**src/rtl/imm_extend_pipe.sv**
```systemverilog
// Pipelined immediate extension unit (zero/sign/high/branch) with a 2-entry skid buffer.
// Optional accepted-output counter port xfer_cnt enabled by defining IMM_EXT_PERFCNT_EN.
module imm_extend_pipe #(
  parameter int IN_W  = 16,
  parameter int OUT_W = 32,
  parameter int TAG_W = 5
) (
  input  logic             clk,
  input  logic             rstn,
  input  logic             in_valid,
  output logic             in_ready,
  input  logic [IN_W-1:0]  in_imm,
  input  logic [1:0]       in_op,
  input  logic [TAG_W-1:0] in_tag,
  output logic             out_valid,
  input  logic             out_ready,
  output logic [OUT_W-1:0] out_imm,
  output logic [TAG_W-1:0] out_tag
`ifdef IMM_EXT_PERFCNT_EN
  ,
  output logic [15:0]      xfer_cnt
`endif
);

  localparam int PAD_W = OUT_W - IN_W;

  typedef enum logic [1:0] {
    ST_EMPTY = 2'b00,
    ST_ONE   = 2'b01,
    ST_FULL  = 2'b10
  } state_e;

  state_e             state_q, state_d;
  logic [OUT_W-1:0]   o_imm_q, o_imm_d, s_imm_q, s_imm_d;
  logic [TAG_W-1:0]   o_tag_q, o_tag_d, s_tag_q, s_tag_d;
  logic               out_valid_q, out_valid_d;
  logic               in_ready_q, in_ready_d;
  logic               acc, drn;
  logic [OUT_W-1:0]   ext_imm;

  function automatic logic [OUT_W-1:0] extend(input logic [1:0] op, input logic [IN_W-1:0] imm);
    logic [OUT_W-1:0] sext;
    sext = {{PAD_W{imm[IN_W-1]}}, imm};
    case (op)
      2'b00:   extend = {{PAD_W{1'b0}}, imm};
      2'b01:   extend = sext;
      2'b10:   extend = {imm, {PAD_W{1'b0}}};
      2'b11:   extend = {sext[OUT_W-3:0], 2'b00};
      default: extend = {OUT_W{1'b0}};
    endcase
  endfunction

  assign acc       = in_valid && in_ready_q;
  assign drn       = out_valid_q && out_ready;
  assign ext_imm   = extend(in_op, in_imm);
  assign in_ready  = in_ready_q;
  assign out_valid = out_valid_q;
  assign out_imm   = o_imm_q;
  assign out_tag   = o_tag_q;

  // State register
  always_ff @(posedge clk or negedge rstn) begin
    if (!rstn) begin
      state_q <= ST_EMPTY;
    end else begin
      state_q <= state_d;
    end
  end

  // Next-state logic
  always_comb begin
    state_d = state_q;
    case (state_q)
      ST_EMPTY: begin
        if (acc) state_d = ST_ONE;
        else     state_d = ST_EMPTY;
      end
      ST_ONE: begin
        if (acc && !drn)      state_d = ST_FULL;
        else if (!acc && drn) state_d = ST_EMPTY;
        else                  state_d = ST_ONE;
      end
      ST_FULL: begin
        if (drn) state_d = ST_ONE;
        else     state_d = ST_FULL;
      end
      default: state_d = ST_EMPTY;
    endcase
  end

  // Output/datapath logic; handshake flags are precomputed from the next state
  always_comb begin
    out_valid_d = (state_d != ST_EMPTY);
    in_ready_d  = (state_d != ST_FULL);
    o_imm_d     = o_imm_q;
    o_tag_d     = o_tag_q;
    s_imm_d     = s_imm_q;
    s_tag_d     = s_tag_q;
    case (state_q)
      ST_EMPTY: begin
        if (acc) begin
          o_imm_d = ext_imm;
          o_tag_d = in_tag;
        end else begin
          o_imm_d = o_imm_q;
        end
      end
      ST_ONE: begin
        if (acc && drn) begin
          o_imm_d = ext_imm;
          o_tag_d = in_tag;
        end else if (acc) begin
          s_imm_d = ext_imm;
          s_tag_d = in_tag;
        end else begin
          o_imm_d = o_imm_q;
        end
      end
      ST_FULL: begin
        if (drn) begin
          o_imm_d = s_imm_q;
          o_tag_d = s_tag_q;
        end else begin
          o_imm_d = o_imm_q;
        end
      end
      default: begin
        out_valid_d = 1'b0;
        in_ready_d  = 1'b1;
      end
    endcase
  end

  // Output and skid registers
  always_ff @(posedge clk or negedge rstn) begin
    if (!rstn) begin
      o_imm_q     <= {OUT_W{1'b0}};
      o_tag_q     <= {TAG_W{1'b0}};
      s_imm_q     <= {OUT_W{1'b0}};
      s_tag_q     <= {TAG_W{1'b0}};
      out_valid_q <= 1'b0;
      in_ready_q  <= 1'b1;
    end else begin
      o_imm_q     <= o_imm_d;
      o_tag_q     <= o_tag_d;
      s_imm_q     <= s_imm_d;
      s_tag_q     <= s_tag_d;
      out_valid_q <= out_valid_d;
      in_ready_q  <= in_ready_d;
    end
  end

`ifdef IMM_EXT_PERFCNT_EN
  logic [15:0] xfer_cnt_q, xfer_cnt_d;

  // Output transfer counter, wraps naturally
  always_comb begin
    if (drn) xfer_cnt_d = xfer_cnt_q + 16'd1;
    else     xfer_cnt_d = xfer_cnt_q;
  end

  // Counter register
  always_ff @(posedge clk or negedge rstn) begin
    if (!rstn) begin
      xfer_cnt_q <= 16'd0;
    end else begin
      xfer_cnt_q <= xfer_cnt_d;
    end
  end

  assign xfer_cnt = xfer_cnt_q;
`endif

endmodule

```
**config.mk**
```make
export PLATFORM = sky130hd
export DESIGN_NAME = imm_extend_pipe
export DESIGN_NICKNAME = d
export VERILOG_FILES = /design/src/rtl/imm_extend_pipe.sv
export SDC_FILE = /design/constraint.sdc
export NUM_CORES = 1
export LEC_CHECK = 0
export BUFFER_PORTS_ARGS = -buffer_cell sky130_fd_sc_hd__buf_2
export CORE_MARGIN = 3
export CORE_UTILIZATION = 42
export DETAILED_ROUTE_END_ITERATION = 10
export PLACE_DENSITY = 0.7
export SETUP_SLACK_MARGIN = 0.3
export SYNTH_ARGS = -nofsm -noshare
export SYNTH_HDL_FRONTEND = slang
export SYNTH_SLANG_ARGS = --single-unit
```
**constraint.sdc**
```tcl
create_clock -name clk -period 2.57 [get_ports clk]
set_input_delay 0.514 -clock clk [delete_from_list [all_inputs] [get_ports clk]]
set_output_delay 0.514 -clock clk [all_outputs]
set_load 0.05 [all_outputs]
```
Word level (Yosys, flattened, before mapping)
Index checks and enable logic that the tools add are counted.
- register bits after elaboration: 78
- input bits: 27
- output and inout port bits: 39
- word-level logic and storage cells: 47
- equality and inequality tests: 9
- mux-type cells: 16
- bitwise operators: 1
- reduce and logical (&&, ||, !) cells: 14
- operator list (operator ; number):
    32-bit one-hot mux with 4 select lines ; 1
    32-bit 2-to-1 mux ; 3
    32-bit one-hot mux with 3 select lines ; 1
    5-bit 2-to-1 mux ; 3
    5-bit one-hot mux with 3 select lines ; 1
    2-bit != test, second input constant ; 4
    2-bit equality test, second input constant ; 3
    2-bit one-hot mux with 3 select lines ; 1
    1-bit logical AND ; 5
    2-bit by 1-bit equality test with 1-bit output, second input constant ; 2
    2-bit zero test ; 2
    1-bit 2-to-1 mux ; 4
    2-bit 2-to-1 mux ; 2
    4-bit AND reduction ; 1
    3-bit AND reduction ; 1
    3-bit nonzero test ; 1
    3-bit OR reduction ; 1
    1-bit zero test ; 2
    2-bit nonzero test ; 1
    1-bit inverter ; 1

Logic depth before layout (Yosys ltp)
Gate-level depths: netlist of run 1.
- depth after elaboration: 8
- mapped depth: 9
- gate-level depth less buffers: 6

Worst setup path before layout of run 1
No wires, ideal clock.
- path type: register to register
- start point: reg in_ready_q, in the netlist in_ready
- end point: reg o_imm_q[26], in the netlist out_imm[26]
- setup time: 0.121 ns
- arrival: 1.966 ns
- data required time: 2.449 ns
- slack: 0.483 ns
- cell stages (with the launch flop): 9
- buffers on the path: 2
- clock period less this slack: 2.087 ns
- path through: dfstp_2 and2_1 clkbuf_1 ha_1 nand2b_1 mux2i_4 nand2_2 buf_2 a22o_1
- word-level cells in the longest chain between the ends: 4
- elaborated cells on any way between the ends: 5
- classes of those cells: eq/ne (2); reduce/logical (3)
- RTL lines (element ; line ; RTL):
    from (decl) ; 37 ; logic in_ready_q, in_ready_d;
    from (signal assigned) ; 149 ; in_ready_q <= in_ready_d;
    1-bit logical AND (*) ; 53 ; assign acc = in_valid && in_ready_q;
    1-bit logical AND ; 109 ; if (acc && drn) begin
    2-bit != test (no line) ; n/a ;
    4-bit AND reduction (no line) (*) ; n/a ;
    to (signal assigned) ; 137 ; o_imm_q <= {OUT_W{1'b0}};
    to (signal assigned) ; 144 ; o_imm_q <= o_imm_d;
    to (decl) ; 34 ; logic [OUT_W-1:0] o_imm_q, o_imm_d, s_imm_q, s_imm_d;
Every way passes the cells marked *; elsewhere a longest branch is shown, timed or not.
A chain may end at the register's enable or synchronous reset.

Worst setup path after layout of run 1
- start point: reg in_ready_q, in the netlist in_ready
- end point: reg o_imm_q[31], in the netlist out_imm[31]
Same word-level chain as after synthesis.

==> metrics.cfg, run 1 <==
[floorplan]
dieArea_sq_mm=0.00962
die_y_um=98.1
die_w_um=98.1
fp-row-count=32
initial_core_util=0.447
core_sq_mm=0.00797
io_pins=66

[drt]
dr.pass1.iters=5
drt-total-wl_mm=8.29
vias=2711
post-route-drc-count=0
dr.first_iter.drc_count=144
wl_per_cell_um=16.9
detail-route-antenna-nets=0
post_drt_via_cell_ratio=5.52

[synthesis]
yosysWarnings=0
seq_area_frac_synth=0.548
ys_ff_latch=78
avgSynthCellArea_sq_um=10.8
ys_types=32
syn-instance-count=330
syn-num-nets=359
syn_area_sq_mm=0.00356

[sta]
setup_tns_ps=0
drv_slew=0
max_freq_mhz=475
worst_slew_pin_slew_ps=807
period_needed_ps=2100
rsz0062_at_grt=false
finalSetupViolCount=0
hold_viol=0
slew_headroom=0.461
period_share=0.819
finalClockSkew_ps=8.21

[min_path]
hold_class=input port to asynchronous set/reset pin

[worst_setup_path]
r2r_start=in_ready
cp.required_ps=2840
path_class=register to register
crit_arrival_ps=2370
crit_path_max_incr_delay_ps=540
worstSetupEndpoint=out_imm[31]
path_max_fanout=20
startpoint_type=register
rr_endpoint=out_imm[31]
rrSetupSlack_ps=470
end_kind=register
slowest_stage=dfstp_2
cp-startpoint=in_ready
cp_common_cell=and2_1
reg2regPathDepth=7
path_cells=and2_1 > ha_1 > nand2b_1 > mux2i_4 > buf_4 > and2_1 > a2bb2oi_1

[cts]
cts-root-buf=clkbuf_8
cts_tree=yes
ctsLongestPathBuffers=2
htree_levels=3
post_cts_buffers=0
hold_buffers=0
cts_sinks=78
cts_buffers=9
clk_latency_ps=350
cts.reportedPaths.clkPinSlew_ps=90
ctsResizeCount=0

[layout]
seq_area_sq_mm=0.00195
n_fill_cell=722
num-nets-final=413
area_growth_pct=17.4
layout_commonest_cell=dfrtp_1
mostFrequentLayoutCells=dfrtp_1 (77), buf_2 (64), nand2_1 (37)
drive_above_1_share=0.265
antenna_cells=0
multiInputGateArea_sq_mm=0.00145

[pwr]
cellPowerDensity_mw_per_mm2=1450
power_frac_seq=0.354
finalPower_mw=6.07
switching_power_mw=2.74
ir_drop_mv=1.02
p_int_mw=3.33
p_leak_nw=1.90
power_frac_clock=0.185
sw_frac_of_total=0.451
combPwrFrac=0.461

[placement]
portBuffers=65
place.detailed.hpwl_mm=5.69
gp_congestion=0.846

[flow_run]
cap_violations=0

[grt]
grt_max_degree=49
grt_pass1_wl_mm=13.8
grt_overflow=0
track_usage=0.180
antenna_found_initial=0
grt_pass1_vias=2639

[outcome]
status=completed

==> power by group through the flow <==
| stage | Clock, mW | Combinational (mW) | Sequential (mW) |
|---|---|---|---|
| after CTS | 1.15 | 2.83 | 2.15 |
| after detailed placement | 0 | 2.82 | 2.16 |
| after floorplan | 0 | 1.29 | 3.05 |
| final | 1.13 | 2.80 | 2.15 |
| after global routing | 1.21 | 3.03 | 2.22 |
| after global placement | 0 | 2.76 | 2.16 |
==> through the flow <==
stage	hold slack, ps	cell area (sq um)	cells	setup WS (ps)	utilization
after floorplan	218	3560	330	483	-
after global placement	462	3940	475	473	0.494
after detailed placement	471	3940	475	393	0.494
after CTS	92.0	4180	491	472	0.525
after global routing	95.5	4180	491	347	0.525
final	83.7	4180	491	466	0.525
==> cells in the mapped netlist (all sizes together) <==
master,count,area share
nand2b,4,0.0070
o2bb2ai,28,0.069
a22o,28,0.069
dfrtp,77,0.54
dfstp,1,0.0074
nor2b,17,0.030
o22ai,7,0.012
o221ai,1,0.0025
inv,2,0.0021
o21ai,35,0.049
and2,4,0.0070
a31o,1,0.0025
nor2,3,0.0053
buf,21,0.033
clkbuf,9,0.0098
a31oi,15,0.026
mux2i,2,0.0091
a21oi,18,0.025
o21a,1,0.0021
mux2,6,0.019
ha,2,0.0070
a2bb2oi,8,0.020
or3,1,0.0018
nand2,39,0.043
==> worst min path at each step <==
stage,slack (ps),end,cells after the start
floorplan,220,out_imm[0],0
global placement,460,s_imm_q[29],2
detailed placement,470,s_imm_q[0],2
CTS,90,out_imm[7],1
global route,100,out_imm[30],1
finish,80,s_imm_q[6],1
==> worst max-delay path: cells and delay by family (launching register included) <==
family          cells  cell delay [ps]
buf+inv             1              270
mux                 1              180
fa+ha+maj           1              180
compound gates      1              200
flops               1              540
simple gates        3              660
==> routing by layer <==
metal  part of all wire  wire length, um  up-vias  global-route usage
met5                  0                0        -                   0
met4              0.015              123        0              0.0724
met3              0.049              405       10              0.0429
met2               0.45             3700       69               0.260
met1               0.49             4050     1306               0.262
li1                   -                -     1326                   -
==> kinds of logic (layout without fill, tap and decap cells) <==
family	after synthesis	count (layout)	synth area share
mux	8	8	0.0281
flops	78	78	0.548
compound gates	142	142	0.278
fa+ha+maj	2	2	0.00703
buf+inv	32	91	0.0453
simple gates	68	68	0.0935
==> sequential cells by signal, indices dropped and copies added (netlist names) <==
| register | count |
|---|---|
| state_q | 2 |
| s_imm_q | 32 |
| s_tag_q | 5 |
| in_ready | 1 |
| out_tag | 5 |
| out_valid | 1 |
| out_imm | 32 |
==> cell type report <==
class,instances,area share
Tap cell,102,0.0305
Clock inverter,7,0.0287
Clock buffer,9,0.0296
Inverter,2,0.00180
Sequential cell,78,0.467
Multi-Input combinational cell,220,0.346
Timing Repair Buffer,73,0.0958
(Power assumes the default switching activity.)
==> run 2, diff against run 1 <==
- PLACE_DENSITY: 0.7 -> 0.73
- clock period: 2.57 -> 1.9 ns (I/O delays scaled with it)
==> metrics.cfg, run 2 (same netlist as run 1, synthesis figures left out) <==
[outcome]
status=completed

[placement]
portBuffers=65
gp_congestion=0.808
dpl_cell_area_sq_mm=0.00399
place.detailed.hpwl_mm=5.99
dp.cells=481

[floorplan]
fp-row-count=32
die_w_um=98.1
initial_core_util=0.447
core_sq_mm=0.00797
dieArea_sq_mm=0.00962
die_y_um=98.1
io_pins=66

[pwr]
p_int_mw=4.80
power_frac_clock=0.155
ir_drop_mv=1.05
cellPowerDensity_mw_per_mm2=1980
combPwrFrac=0.514
p_leak_nw=2.00
sw_frac_of_total=0.460
power_frac_seq=0.331
switching_power_mw=4.08

[drt]
post-route-drc-count=0
dr.pass1.iters=4
dr.first_iter.drc_count=137
vias=2919
drt-total-wl_mm=9.47
detail-route-antenna-nets=0
wl_per_cell_um=18.7
post_drt_via_cell_ratio=5.77

[worst_setup_path]
path_max_fanout=19
cp.required_ps=2190
path_class=register to register
crit_arrival_ps=2050
startpoint_type=register
end_kind=register

[sta]
finalClockSkew_ps=10.4
period_share=0.924
worst_slew_pin_slew_ps=959
period_needed_ps=1750
slew_headroom=0.359
max_freq_mhz=570
drv_slew=0
rsz0062_at_grt=true
finalSetupViolCount=0
hold_viol=0

[cts]
clk_latency_ps=360
cts_tree=yes
cts-root-buf=clkbuf_8
cts.reportedPaths.clkPinSlew_ps=80
cts_sinks=78
cts_buffers=9
ctsLongestPathBuffers=2
htree_levels=3

[layout]
antenna_cells=0
fin_cells=506
layout_commonest_cell=dfrtp_1
area_growth_pct=25.8
drive_above_1_share=0.329
mostFrequentLayoutCells=dfrtp_1 (76), buf_2 (63), nand2_1 (36)
stdcell_area_sq_mm=0.00448
num-nets-final=428

[grt]
track_usage=0.200
grt_max_degree=34
grt_pass1_vias=2907
grt_pass1_wl_mm=15.4
antenna_found_initial=0
grt_overflow=0

[flow_run]
cap_violations=0

[min_path]
hold_class=input port to register

run 2: changes by cell type in the layout (fill, tap and decap cells not counted), sizes merged:
cell / change
clkbuf: +1
inv: -1
dlygate4sd3: +1
clkinv: +1
bufinv: -1
buf: +9
nand2: +4
clkinvlp: +1
run 2: worst paths after layout:
check	depth (start not counted)	startpoint	slack (ps)	to
worst min register to register	2	s_imm_q[23]	480	s_imm_q[23]
worst max-delay path	7	in_ready	150	out_imm[20]
max in group asynchronous	3	rstn	780	s_imm_q[24]
worst min-delay path	2	in_tag[2]	280	s_tag_q[2]
worst max register to register	7	in_ready	150	out_imm[20]
min in group asynchronous	2	rstn	500	out_imm[31]
run 2: repair_timing:
action | 4_1_cts | 5_1_grt
setup buffers | 2 | 1
hold buffers | 1 | 0
resized for setup | 26 | 8
pin swaps | 30 | 1
cloned | 3 | 2
endpoints found under the setup margin | 68 | 71
hold endpoints to repair | 29 | 0
run 2: worst max-delay path, stage by stage, from the launching register on:
cell and delay, ps:
dfstp_2 530, and2_4 150, ha_4 130, nand2b_4 60, mux2i_4 230, buf_12 200, buf_6 220, a22o_1 160
run 2: through the flow:
step / TNS [ps] / setup WS (ps) / hold WS, ps / power, mW / utilization
after floorplan: -1580 / -74.0 / 84.4 / 5.99 / -
after global placement: -18.1 / -15.9 / 341 / 6.71 / 0.501
after detailed placement: -3.56 / -3.51 / 340 / 6.83 / 0.501
after CTS: 0 / 185 / 274 / 8.76 / 0.553
after global routing: 0 / 84.9 / 284 / 9.36 / 0.562
final: 0 / 145 / 279 / 8.88 / 0.562
run 2: final cells by class:
class                   count  area, sq um
fillers                   648         3490
flip-flops and latches     78         1950
multi-input cells         224         1620
repair buffers             84          553
well taps                 102          128
clock buffers               9          124
clock inverters             7         97.6
inverters                   2         7.51
run 2: power by group through the flow:
stage	clock network, mW	registers, mW	logic [mW]
finish	1.38	2.94	4.56
global route	1.46	3.03	4.86
CTS	1.39	2.93	4.43
detailed placement	0	2.93	3.89
global placement	0	2.91	3.81
floorplan	0	4.12	1.87
run 2: layer usage:
layer  vias to the layer above  global-route usage  wire (um)
met2                        82               0.324       4620
met1                      1456               0.270       4180
met4                         0              0.0745        172
met3                        17              0.0350        497
li1                       1364                   -          -
met5                         -                   0          0
